`src/rtl/datapath_ctrl.sv`:
```
// Multi-cycle sequencer that drives the register-file/ALU datapath controls from one latched instruction.
// Optional macro ILLEGAL_TRAP_EN: illegal instructions lock into TRAP (err=1) until reset instead of acting as a NOP.
module datapath_ctrl #(
  parameter int W = 16
) (
  input  logic         clk,
  input  logic         reset_n,
  input  logic         s,
  input  logic [15:0]  instr,
  output logic         w,
  output logic [W-1:0] datapath_in,
  output logic         vsel,
  output logic         asel,
  output logic         bsel,
  output logic         loada,
  output logic         loadb,
  output logic         loadc,
  output logic         loads,
  output logic         write,
  output logic [2:0]   writenum,
  output logic [2:0]   readnum,
  output logic [1:0]   ALUop,
  output logic [1:0]   shift
`ifdef ILLEGAL_TRAP_EN
  ,
  output logic         err
`endif
);

  typedef enum logic [2:0] {
    S_WAIT, S_DECODE, S_GET_A, S_GET_B, S_EXEC, S_WRITE_RD, S_WRITE_IMM, S_TRAP
  } state_t;

  state_t      r_state;
  logic [15:0] r_ir;

  logic [2:0] w_opcode, w_rn, w_rd, w_rm;
  logic [1:0] w_op, w_sh;
  logic       w_is_movi, w_is_mov, w_is_alu, w_is_cmp, w_is_mvn;

  assign w_opcode  = r_ir[15:13];
  assign w_op      = r_ir[12:11];
  assign w_rn      = r_ir[10:8];
  assign w_rd      = r_ir[7:5];
  assign w_sh      = r_ir[4:3];
  assign w_rm      = r_ir[2:0];
  assign w_is_movi = (w_opcode == 3'b110) && (w_op == 2'b10);
  assign w_is_mov  = (w_opcode == 3'b110) && (w_op == 2'b00);
  assign w_is_alu  = (w_opcode == 3'b101);
  assign w_is_cmp  = w_is_alu && (w_op == 2'b01);
  assign w_is_mvn  = w_is_alu && (w_op == 2'b11);

  always_ff @(posedge clk or negedge reset_n) begin
    if (!reset_n) begin
      r_state <= S_WAIT;
      r_ir    <= '0;
    end else begin
      case (r_state)
        S_WAIT: if (s) begin
          r_ir    <= instr;
          r_state <= S_DECODE;
        end
        S_DECODE: begin
          if (w_is_movi)                  r_state <= S_WRITE_IMM;
          else if (w_is_mov || w_is_mvn)  r_state <= S_GET_B;
          else if (w_is_alu)              r_state <= S_GET_A;
`ifdef ILLEGAL_TRAP_EN
          else                            r_state <= S_TRAP;
`else
          else                            r_state <= S_WAIT;
`endif
        end
        S_GET_A:     r_state <= S_GET_B;
        S_GET_B:     r_state <= S_EXEC;
        S_EXEC:      r_state <= w_is_cmp ? S_WAIT : S_WRITE_RD;
        S_WRITE_RD:  r_state <= S_WAIT;
        S_WRITE_IMM: r_state <= S_WAIT;
`ifdef ILLEGAL_TRAP_EN
        S_TRAP:      r_state <= S_TRAP;
`endif
        default:     r_state <= S_WAIT;
      endcase
    end
  end

  // Immediate is presented continuously; only vsel/write decide when it matters.
  assign datapath_in = {{(W-8){r_ir[7]}}, r_ir[7:0]};
  assign bsel        = 1'b0;

`ifdef ILLEGAL_TRAP_EN
  assign err = (r_state == S_TRAP);
`endif

  always_comb begin
    w        = 1'b0;
    vsel     = 1'b0;
    asel     = 1'b0;
    loada    = 1'b0;
    loadb    = 1'b0;
    loadc    = 1'b0;
    loads    = 1'b0;
    write    = 1'b0;
    writenum = 3'd0;
    readnum  = 3'd0;
    ALUop    = 2'b00;
    shift    = 2'b00;
    case (r_state)
      S_WAIT: w = 1'b1;
      S_WRITE_IMM: begin
        writenum = w_rn;
        write    = 1'b1;
      end
      S_GET_A: begin
        readnum = w_rn;
        loada   = 1'b1;
      end
      S_GET_B: begin
        readnum = w_rm;
        loadb   = 1'b1;
      end
      S_EXEC: begin
        shift = w_sh;
        ALUop = w_is_mov ? 2'b00 : w_op;
        asel  = w_is_mov || w_is_mvn;
        loadc = !w_is_cmp;
        loads = w_is_cmp;
      end
      S_WRITE_RD: begin
        vsel     = 1'b1;
        writenum = w_rd;
        write    = 1'b1;
      end
      default: ;
    endcase
  end

endmodule

```
`config.mk`:
```
export PLATFORM = sky130hd
export DESIGN_NAME = datapath_ctrl
export DESIGN_NICKNAME = d
export VERILOG_FILES = /design/src/rtl/datapath_ctrl.sv
export SDC_FILE = /design/constraint.sdc
export NUM_CORES = 1
export LEC_CHECK = 0
export BUFFER_PORTS_ARGS = -buffer_cell sky130_fd_sc_hd__buf_2
export CAP_MARGIN = 20
export CORE_MARGIN = 5
export CORE_UTILIZATION = 49
export DETAILED_ROUTE_END_ITERATION = 8
export GPL_TIMING_DRIVEN = 0
export PLACE_DENSITY = 0.84
export SYNTH_ARGS = -nofsm -noshare
export SYNTH_HDL_FRONTEND = slang
export SYNTH_SLANG_ARGS = --single-unit
```
`constraint.sdc`:
```
create_clock -name clk -period 2.6 [get_ports clk]
set_clock_uncertainty 0.2 [all_clocks]
set_input_delay 0.26 -clock clk [delete_from_list [all_inputs] [get_ports clk]]
set_output_delay 0.26 -clock clk [all_outputs]
set_load 0.005 [all_outputs]
```
# After elaboration in Yosys (flattened, before gate mapping)

Index checks and enable logic that the tools add are counted.
Widths: inputs -> output; s select.

Flip-flop bits (word level): 19
Latch bits: 0
Memory bits (writable): 0
Bits in read-only memories: 0
Output and inout bits: 35
Word-level logic and storage cells: 43
Memories: 0

Add/sub/neg operators: 0
Multiply operators: 0
Divide/modulo/power cells: 0
Order comparisons: 0
Equality and inequality tests: 12
Shift operators: 0
Muxes and demuxes: 19
Bitwise gates (word level): 0
Reductions and logical operators: 10

Operators with widths:

| kind               | number |
|---|---|
| $eq 3x3->1 const B | 5 |
| $pmux 3 s5         | 1 |
| $pmux 3 s2         | 2 |
| $mux 2             | 5 |
| $mux 3             | 3 |
| $mux 1             | 8 |
| $eq 3x2->1 const B | 2 |
| $eq 2x2->1 const B | 2 |
| $logic_and 1x1->1  | 4 |
| $eq 3x1->1 const B | 1 |
| $logic_not 3->1    | 1 |
| $eq 2x1->1 const B | 1 |
| $logic_not 2->1    | 1 |
| $ne 2x2->1 const B | 1 |
| $reduce_and 2->1   | 1 |
| $reduce_or 2->1    | 1 |
| $logic_not 1->1    | 1 |
| $logic_or 1x1->1   | 1 |

# Depth between registers and ports, before layout

Gate-level depths: netlist of run 1.

Depth in word-level cells: 6
Mapped depth: 6

# Worst setup path before layout of run 1

No wires, ideal clock.

Path kind: register -> register
Start: register r_state[1]
End: register r_ir[0]
Library setup time: 125 ps
Arrival: 1342 ps
Slack: 933 ps
Cell stages (with the launch flop): 7
Path buffers: 3
Path through: dfrtp_1 > buf_2 > nor3_2 > and2_4 > buf_6 > buf_12 > mux2_4

Word-level cells in the longest chain between the ends: 2

Ends and longest elaborated chain:

| what                       | line | source |
|---|---|---|
| start, declared            | 34   | `state_t r_state;` |
| start signal, assigned     | 75   | `S_EXEC: r_state <= w_is_cmp ? S_WAIT : S_WRITE_RD;` |
| $logic_not 3->1            | 58   | `case (r_state)` |
| $reduce_and 2->1 (no line) | --   |  |
| end signal, assigned       | 60   | `r_ir <= instr;` |
| end, declared              | 35   | `logic [15:0] r_ir;` |

No other way between the ends.
A chain may end at the register's enable or synchronous reset.

# Worst setup path in the final report of run 1

Start: register r_state[2]
End: output port loadc

Word-level cells in the longest chain between the ends: 2

Ends and longest elaborated chain:

| what          | line | source |
|---|---|---|
| $eq 3x3->1    | 107  | `case (r_state)` |
| $mux 1        | 107  |  |
| end, declared | 17   | `output logic loadc,` |

No other way between the ends.

==> flow_metrics.tcl, run 1 <==
set metrics [dict create \
    synth_edf_count 0 \
    chipWidth_um 58.5 \
    netlist_top_cells_area "dfrtp_1 41%, mux2_4 13%, buf_4 11%" \
    r2r_start "r_state[2]" \
    final.setup.tns_ns 0 \
    synth_largest_area_cell "dfrtp_1" \
    worstSkewPairLatency_ns 0.31 \
    initial_core_util_pct 51.7 \
    crit_path_end_kind "output pin" \
    syn_area_um2 1150 \
    die_h_um 58.5 \
    cp.arrival_ns 1.82 \
    synth_common_cells "19 x dfrtp_1, 17 x buf_4, 10 x mux2_4" \
    synth_warnings 0 \
    core_um2 2230 \
    drtAntennaViolNets 0 \
    max_stage_delay_ns 0.51 \
    async_reset_ff_share_pct 100 \
    synth_top_area_share_pct 41.2 \
    grt_pass1_vias 1054 \
    seq_area_frac_synth_pct 41.2 \
    cts_setup_buffers 0 \
    dieArea_um2 3430 \
    hold_buffers 17 \
    grt_max_degree 20 \
    grt_usage_pct 18.9 \
    crit_slowest_cell "nor3b_1" \
    syn_nets 119 \
    ys_ff_latch 19 \
    cts_sinks 19 \
    timing.hold.ws_ns 0.0611 \
    overflow 0 \
    pwr-share-seq_pct 36.8 \
    synthFlopType "dfrtp_1" \
    htreeDepth 1 \
    dp_hpwl_um 2040 \
    synth_cell_type_count 31 \
    cp_common_cell "buf_2" \
    grt_antenna_before_repair 0 \
    p_sw_share_pct 34.6 \
    powerDensity_nw_per_um2 993 \
    dr.first_iter.drc_count 7 \
    clock_path_buffers 2 \
    worstPathRequired_ns 2.14 \
    io_pins 54 \
    finalCritPeriodShare_pct 87.7 \
    p_sw_w 0.000567 \
    avgViaCountPerCell 5.02 \
    cts-root-buf "clkbuf_4" \
    status "completed" \
    hp-start "s" \
    cts_buffers 3 \
    num_rows 17 \
    pwr-share-comb_pct 53.6 \
    crit_fanout 10 \
    nets 193 \
    via_count 1010 \
    tightest_slew_ns 0.563 \
    hold_class "input pin to register" \
    wl_um 2940 \
    vdd_drop_max_v 0.000740 \
    slew-limit-headroom_pct 62.4 \
    dr.pass1.iters 4 \
    drv_cap 0 \
    finalWeightedCongestion 0.784 \
    finalSetupViolCount 0 \
    cts_resized 0 \
    rsz0062_at_grt "no" \
    synth.avg_cell_area_um2 11.5 \
    cp-startpoint "r_state[2]" \
    p_leak_nw 0.852 \
    startpoint_type "register" \
    clkPwrFrac_pct 9.6 \
    final_layout_size_suffix_gt1_share_pct 55.5 \
    finalHoldViolCount 0 \
    port_buffers 52 \
    crit_family "simple AND/OR/NAND/NOR gates" \
    crit_buf_inv 3 \
    routedWlPerCell_um 14.6 \
    synthCells 100 \
    cts.clk_slew.worst_paths_ns 0.11 \
    crit_type "register to output pin" \
    diodes 0 \
    worstPathCellList "buf_2 -> nor3b_1 -> o21ai_1 -> inv_1 -> buf_2" \
    min_period_ns 2.28 \
    fmax_mhz 438 \
    drc 0 \
    p_int_w 0.00107 \
    drv_slew 0 \
    synthToLayoutAreaGrowth_pct 42.7 \
    yosysMostFrequentCell "dfrtp_1" \
    cts_tree "built" \
    grt_pass1_wl_um 4860 \
]
## worst min-delay path, delay by kind of cell
kind                   cells  cell delay [ns]
buffers and inverters      1             0.09
AO/OA/AOI/OAI              2             0.17
## placed cells by master, fill, tap and decap left out, types with 2 or more instances in the layout
cell	count
a22o_1	3
a22oi_1	3
and2_1	5
buf_2	54
buf_4	17
clkbuf_4	3
dfrtp_1	19
dlygate4sd3_1	17
inv_1	3
mux2_2	6
mux2_4	10
nor2_1	2
nor2b_1	5
nor3b_1	3
nor4b_1	2
o21ai_0	3
## worst paths after layout
| path | slack, ns | endpoint | cells past startpoint |
|---|---|---|---|
| setup / recovery | 0.32 | loadc | 5 |
| min in group asynchronous | 0.20 | r_ir[1] | 2 |
| setup reg to reg | 0.79 | r_state[0] | 4 |
| hold / removal | 0.06 | r_state[0] | 3 |
| max in group asynchronous | 1.71 | r_ir[7] | 2 |
| hold reg to reg | 0.35 | r_ir[4] | 1 |
## final cells by class
class | instances | area, um^2
buffer | 21 | 169
multi-input combinational | 57 | 499
fill | 162 | 586
tap | 28 | 35.0
clock inverter | 1 | 5.00
inverter | 3 | 11.3
clock buffer | 3 | 22.5
sequential | 19 | 475
timing repair buffer | 69 | 430
## routing by layer
layer	vias to the layer above	GRT usage, %	share of wire, %
met2	44	32.1	50
li1	481	-	-
met3	8	4.82	9.0
met1	477	22.0	39
met5	-	0	0
met4	0	9.27	2.5
## power groups by stage
| stage | logic [W] | registers, W | clock network (W) |
|---|---|---|---|
| 2_1_floorplan | 0.000621 | 0.000556 | 0 |
| 3_3_place_gp | 0.000828 | 0.000595 | 0 |
| 3_5_place_dp | 0.000859 | 0.000605 | 0 |
| 4_1_cts | 0.000884 | 0.000599 | 0.000160 |
| 5_1_grt | 0.000958 | 0.000625 | 0.000171 |
| 6_report | 0.000877 | 0.000603 | 0.000157 |
## logic make-up after synthesis
family	after synthesis	synth area share (%)
buf+inv	24	15.6
mux	16	18.9
simple gates	25	15.1
flops	19	41.2
other cells	1	0.325
compound gates	15	8.99
## state kept, by name (all words and copies together) (netlist names)
signal	count
r_ir	16
r_state	3
## through the flow
step	area, um^2	utilization, %	instances	power [W]	setup WS [ns]
after floorplan	1150	-	100	0.00118	0.933
after global placement	1450	64.9	180	0.00142	0.742
after detailed placement	1450	64.9	180	0.00146	0.644
after CTS	1650	73.8	201	0.00164	0.291
after global routing	1650	73.8	201	0.00175	0.0947
final	1650	73.8	201	0.00164	0.319
Power figures use the tool's default switching activity.
==> run 2, diff against run 1 <==
--- a/config.mk
+++ b/config.mk
@@ -9,6 +9,7 @@
 export CAP_MARGIN = 20
 export CORE_MARGIN = 5
 export CORE_UTILIZATION = 49
+export CTS_BUF_LIST = sky130_fd_sc_hd__clkbuf_8 sky130_fd_sc_hd__clkbuf_16
 export DETAILED_ROUTE_END_ITERATION = 8
 export GPL_TIMING_DRIVEN = 0
 export PLACE_DENSITY = 0.84
==> run 2 against run 1 <==
- worst setup slack better by 0.035 ns
- sequential share of layout area grew 2.7 points
- final cell count shrank 8.0%
- largest cell class is now multi-input gates
==> flow_metrics.tcl, run 2 (same netlist as run 1, synthesis figures left out) <==
set metrics [dict create \
    cts_sinks 19 \
    final_common_cell "buf_2" \
    n_fill_cell 181 \
    grt_antenna_before_repair 0 \
    met3_usage_pct 5.04 \
    drv_cap 0 \
    use_met2_pct 29.2 \
    status "completed" \
    reg2reg_slack_ns 0.77 \
    hold_class "input pin to register" \
    pre_cts_ws_ns 0.644 \
    die_h_um 58.5 \
    initial_core_util_pct 51.7 \
    startpoint_type "register" \
    finalWeightedCongestion 0.784 \
    dr.first_iter.drc_count 5 \
    drv_slew 0 \
    multiInputGateArea_um2 499 \
    finalPower_w 0.00167 \
    grt_pass1_vias 974 \
    synthToLayoutAreaGrowth_pct 30.4 \
    min_period_ns 2.25 \
    reg_top3 "r_ir x16, r_state x3" \
    regArea_um2 475 \
    nets 177 \
    final_cell_mix "54 x buf_2, 19 x dfrtp_1, 17 x buf_4" \
    via_count 926 \
    crit_path_end_kind "output pin" \
    cts_setup_buffers 0 \
    crit_fanout 10 \
    crit_slowest_cell "nor3b_1" \
    p_leak_nw 0.793 \
    cp.arrival_ns 1.79 \
    drtAntennaViolNets 0 \
    finalHoldViolCount 0 \
    cts_resized 0 \
    grt_max_degree 20 \
    routedWlPerCell_um 14.6 \
    max_stage_delay_ns 0.53 \
    htreeDepth 1 \
    largest_register_ffs 16 \
    diodes 0 \
    cts-root-buf "clkbuf_8" \
    final_layout_size_suffix_gt1_share_pct 61.1 \
    fin_cells 185 \
    r2r_start "r_state[2]" \
    fmax_mhz 445 \
    cts_buffers 3 \
    cp_common_cell "buf_2" \
    drc 0 \
    tightest_slew_ns 0.593 \
    cp-startpoint "r_state[2]" \
    grt_usage_pct 16.8 \
    grt.met1_usage_pct 19.7 \
    avgViaCountPerCell 5.01 \
    r2r_end "r_state[0]" \
    hold_buffers 1 \
    chipWidth_um 58.5 \
    final.setup.tns_ns 0 \
    num_rows 17 \
    worstPathCellList "buf_2 -> nor3b_1 -> o21ai_1 -> inv_1 -> buf_2" \
    fin_util_pct 67.5 \
    cts.clk_slew.worst_paths_ns 0.07 \
    rsz0062_at_grt "no" \
    io_pins 54 \
    port_buffers 52 \
    worst_slack_ns 0.354 \
    dp_hpwl_um 2040 \
    core_um2 2230 \
    finalSetupViolCount 0 \
    regMostFlops "r_ir" \
    worstPathRequired_ns 2.14 \
    placedCellCount 180 \
    cp-endpoint "loadc" \
    finalCritPeriodShare_pct 86.4 \
    powerDensity_nw_per_um2 1110 \
    dr.pass1.iters 4 \
    grt_pass1_wl_um 4370 \
    cts_tree "built" \
    crit_type "register to output pin" \
    worstSkewPairLatency_ns 0.25 \
    grt.busiest_layer "met2" \
    overflow 0 \
    clock_path_buffers 2 \
    wl_um 2710 \
    dieArea_um2 3430 \
    slew-limit-headroom_pct 60.4 \
    vdd_drop_max_v 0.000765 \
    rr_worst_depth 4 \
]
==> run 2: stage by stage <==
step	hold WS [ns]	instance area, um^2
after CTS	0.0293	1510
after global routing	0.0229	1510
after floorplan	-0.236	1150
final	0.0312	1510
after detailed placement	0.0236	1450
after global placement	0.0124	1450
==> run 2: layout make-up <==
type / count / area share (%)
Inverter: 3 / 0.748
Clock inverter: 1 / 0.332
Buffer: 21 / 11.2
Tap cell: 28 / 2.33
Multi-Input combinational cell: 57 / 33.1
Clock buffer: 3 / 2.74
Timing Repair Buffer: 53 / 17.9
Sequential cell: 19 / 31.6
==> run 2: worst max-delay path: cells and delay by family (launching register included) <==
family	cells	cell delay, ns
compound gates	1	0.22
simple gates	1	0.53
flops	1	0.38
buf+inv	3	0.40
==> run 2: worst min-delay path by stage <==
stage	from	endpoint	slack [ns]	cells past startpoint
after floorplan	reset_n	r_ir[0]	-0.24	0
after global routing	instr[9]	r_ir[9]	0.02	2
after detailed placement	reset_n	r_ir[1]	0.02	1
after CTS	instr[8]	r_ir[8]	0.03	2
final	instr[9]	r_ir[9]	0.03	2
after global placement	reset_n	r_ir[1]	0.01	1
==> run 2: metal layers <==
metal | part of all wire, % | vias up
li1 | - | 446
met1 | 40 | 439
met2 | 50 | 39
met3 | 9.2 | 2
met4 | 0.63 | 0
met5 | 0 | -
==> run 2: power by group <==
| group | internal (W) | total, W | switching, W |
|---|---|---|---|
| Clock | 0.000107 | 0.000209 | 0.000103 |
| Sequential | 0.000438 | 0.000604 | 0.000166 |
| Combinational | 0.000560 | 0.000856 | 0.000296 |
| Total | 0.00110 | 0.00167 | 0.000564 |
==> run 3, diff against run 2 <==
--- a/config.mk
+++ b/config.mk
@@ -12,6 +12,7 @@
 export CTS_BUF_LIST = sky130_fd_sc_hd__clkbuf_8 sky130_fd_sc_hd__clkbuf_16
 export DETAILED_ROUTE_END_ITERATION = 8
 export GPL_TIMING_DRIVEN = 0
+export HOLD_SLACK_MARGIN = 0.12
 export PLACE_DENSITY = 0.84
 export SYNTH_ARGS = -nofsm -noshare
 export SYNTH_HDL_FRONTEND = slang
==> run 3 against run 2 <==
- via count rose by 8.9%
- clock-buffer cell count did not move
- critical path type unchanged
- highest routed layer unchanged
- maximum frequency grew 1.6%
- design area rose by 11%
- sequential share of layout area fell by 3.0 points
- hold slack improved by 0.084 ns
- final cell count increased by 8.6%
- wire length rose by 10%
- sequential cell count did not move
- register-to-register slack better by 0.04 ns
==> flow_metrics.tcl, run 3 (same netlist as run 1, synthesis figures left out) <==
set metrics [dict create \
    status "completed" \
    dieArea_um2 3430 \
    pre_cts_ws_ns 0.644 \
    grt_pass1_vias 1063 \
    vdd_drop_max_v 0.000772 \
    multiInputGateArea_um2 499 \
    drv_slew 0 \
    htreeDepth 1 \
    cts_sinks 19 \
    hold_class "input pin to register" \
    p_leak_nw 0.860 \
    final_common_cell "buf_2" \
    largest_register_ffs 16 \
    timing.hold.ws_ns 0.115 \
    p_int_w 0.00112 \
    finalPower_w 0.00169 \
    pwr-share-seq_pct 35.8 \
    final_cell_area_um2 1670 \
    dp_hpwl_um 2040 \
    dr.pass1.iters 4 \
    final_layout_size_suffix_gt1_share_pct 55.5 \
    synthToLayoutAreaGrowth_pct 44.3 \
    powerDensity_nw_per_um2 1010 \
    r2r_end "r_state[0]" \
    hold_path_depth 3 \
    hp-start "s" \
    cts_tree "built" \
    startpoint_type "register" \
    r2r_start "r_state[2]" \
    diodes 0 \
    finalHoldViolCount 0 \
    crit_fanout 10 \
    n_fill_cell 153 \
    worstPathRequired_ns 2.14 \
    cts_buffers 3 \
    chipWidth_um 58.5 \
    grt_pass1_wl_um 4950 \
    port_buffers 52 \
    via_count 1008 \
    finalSetupViolCount 0 \
    clock_path_buffers 2 \
    fmax_mhz 452 \
    crit_type "register to output pin" \
    cts-root-buf "clkbuf_8" \
    drtAntennaViolNets 0 \
    avgViaCountPerCell 5.01 \
    worst_slack_ns 0.390 \
    tightest_slew_ns 0.556 \
    core_um2 2230 \
    rsz0062_at_grt "no" \
    nets 193 \
    crit_path_end_kind "output pin" \
    overflow 0 \
    cts_resized 0 \
    io_pins 54 \
    cp.arrival_ns 1.75 \
    dr.first_iter.drc_count 5 \
    finalWeightedCongestion 0.784 \
    pwr-share-comb_pct 52.0 \
    num_rows 17 \
    grt_max_degree 20 \
    reg2reg_slack_ns 0.81 \
    final_cell_mix "54 x buf_2, 19 x dfrtp_1, 17 x buf_4, 17 x dlygate4sd3_1, 10 x mux2_4" \
    cts.clk_slew.worst_paths_ns 0.07 \
    p_sw_w 0.000571 \
    worstSkewPairLatency_ns 0.25 \
    whs_endpoint "r_state[0]" \
    slew-limit-headroom_pct 62.9 \
    grt_usage_pct 19.1 \
    regMostFlops "r_ir" \
    grt_antenna_before_repair 0 \
    reg_top3 "r_ir x16, r_state x3" \
    routedWlPerCell_um 14.9 \
    rr_worst_depth 4 \
    drv_cap 0 \
    initial_core_util_pct 51.7 \
    p_sw_share_pct 33.8 \
    place_area_um2 1450 \
    wl_um 2990 \
    drc 0 \
    finalCritPeriodShare_pct 85.0 \
    min_period_ns 2.21 \
    die_h_um 58.5 \
    clkPwrFrac_pct 12.3 \
    regArea_um2 475 \
    final.setup.tns_ns 0 \
]
-- run 3: changes by cell type in the layout (fill, tap and decap cells not counted) --
cell,before,now
dlygate4sd3_1,1,17
-- run 3: worst max path at each step --
stage               depth (start not counted)  endpoint        from  slack [ns]
finish                                      5     loadc  r_state[2]        0.39
global route                                5     loadc  r_state[2]        0.16
CTS                                         5     loadc  r_state[2]        0.36
detailed placement                          5     loadc  r_state[2]        0.64
global placement                            5     loadc  r_state[2]        0.74
floorplan                                   6   r_ir[0]  r_state[1]        0.93
-- run 3: power groups by stage --
| stage | sequential [W] | clock [W] | combinational [W] |
|---|---|---|---|
| 6_report | 0.000605 | 0.000208 | 0.000879 |
| 5_1_grt | 0.000626 | 0.000226 | 0.000957 |
| 4_1_cts | 0.000603 | 0.000212 | 0.000887 |
| 3_5_place_dp | 0.000605 | 0 | 0.000859 |
| 3_3_place_gp | 0.000595 | 0 | 0.000828 |
| 2_1_floorplan | 0.000556 | 0 | 0.000621 |
-- run 3: per-stage QoR --
| step | instances | utilization, % |
|---|---|---|
| global route | 201 | 74.6 |
| floorplan | 100 | - |
| global placement | 180 | 64.9 |
| CTS | 201 | 74.6 |
| finish | 201 | 74.6 |
| detailed placement | 180 | 64.9 |
-- run 3: layer usage --
metal | vias to the layer above | routed length [um] | track usage, %
li1 | 477 | - | -
met1 | 482 | 1170 | 21.9
met2 | 43 | 1510 | 33.5
met3 | 6 | 266 | 6.14
met4 | 0 | 39 | 5.96
met5 | - | 0 | 0
-- run 3: worst max-delay path, stage by stage (launching register included) --
cell	delay (ns)
dfrtp_1	0.38
buf_2	0.21
nor3b_1	0.50
o21ai_1	0.22
inv_1	0.08
buf_2	0.11
-- run 3: final cells by class --
cell class                 instances  share of cell area (%)
buffer                            21                    10.1
clock buffer                       3                    2.48
clock inverter                     1                   0.300
inverter                           3                   0.676
multi-input combinational         57                    30.0
sequential                        19                    28.5
tap                               28                    2.10
timing repair buffer              69                    25.8
-- run 3: repair_timing --
item	CTS	global route
hold buffers	17	0
endpoints found under the hold margin	35	0
setup buffers	0	0
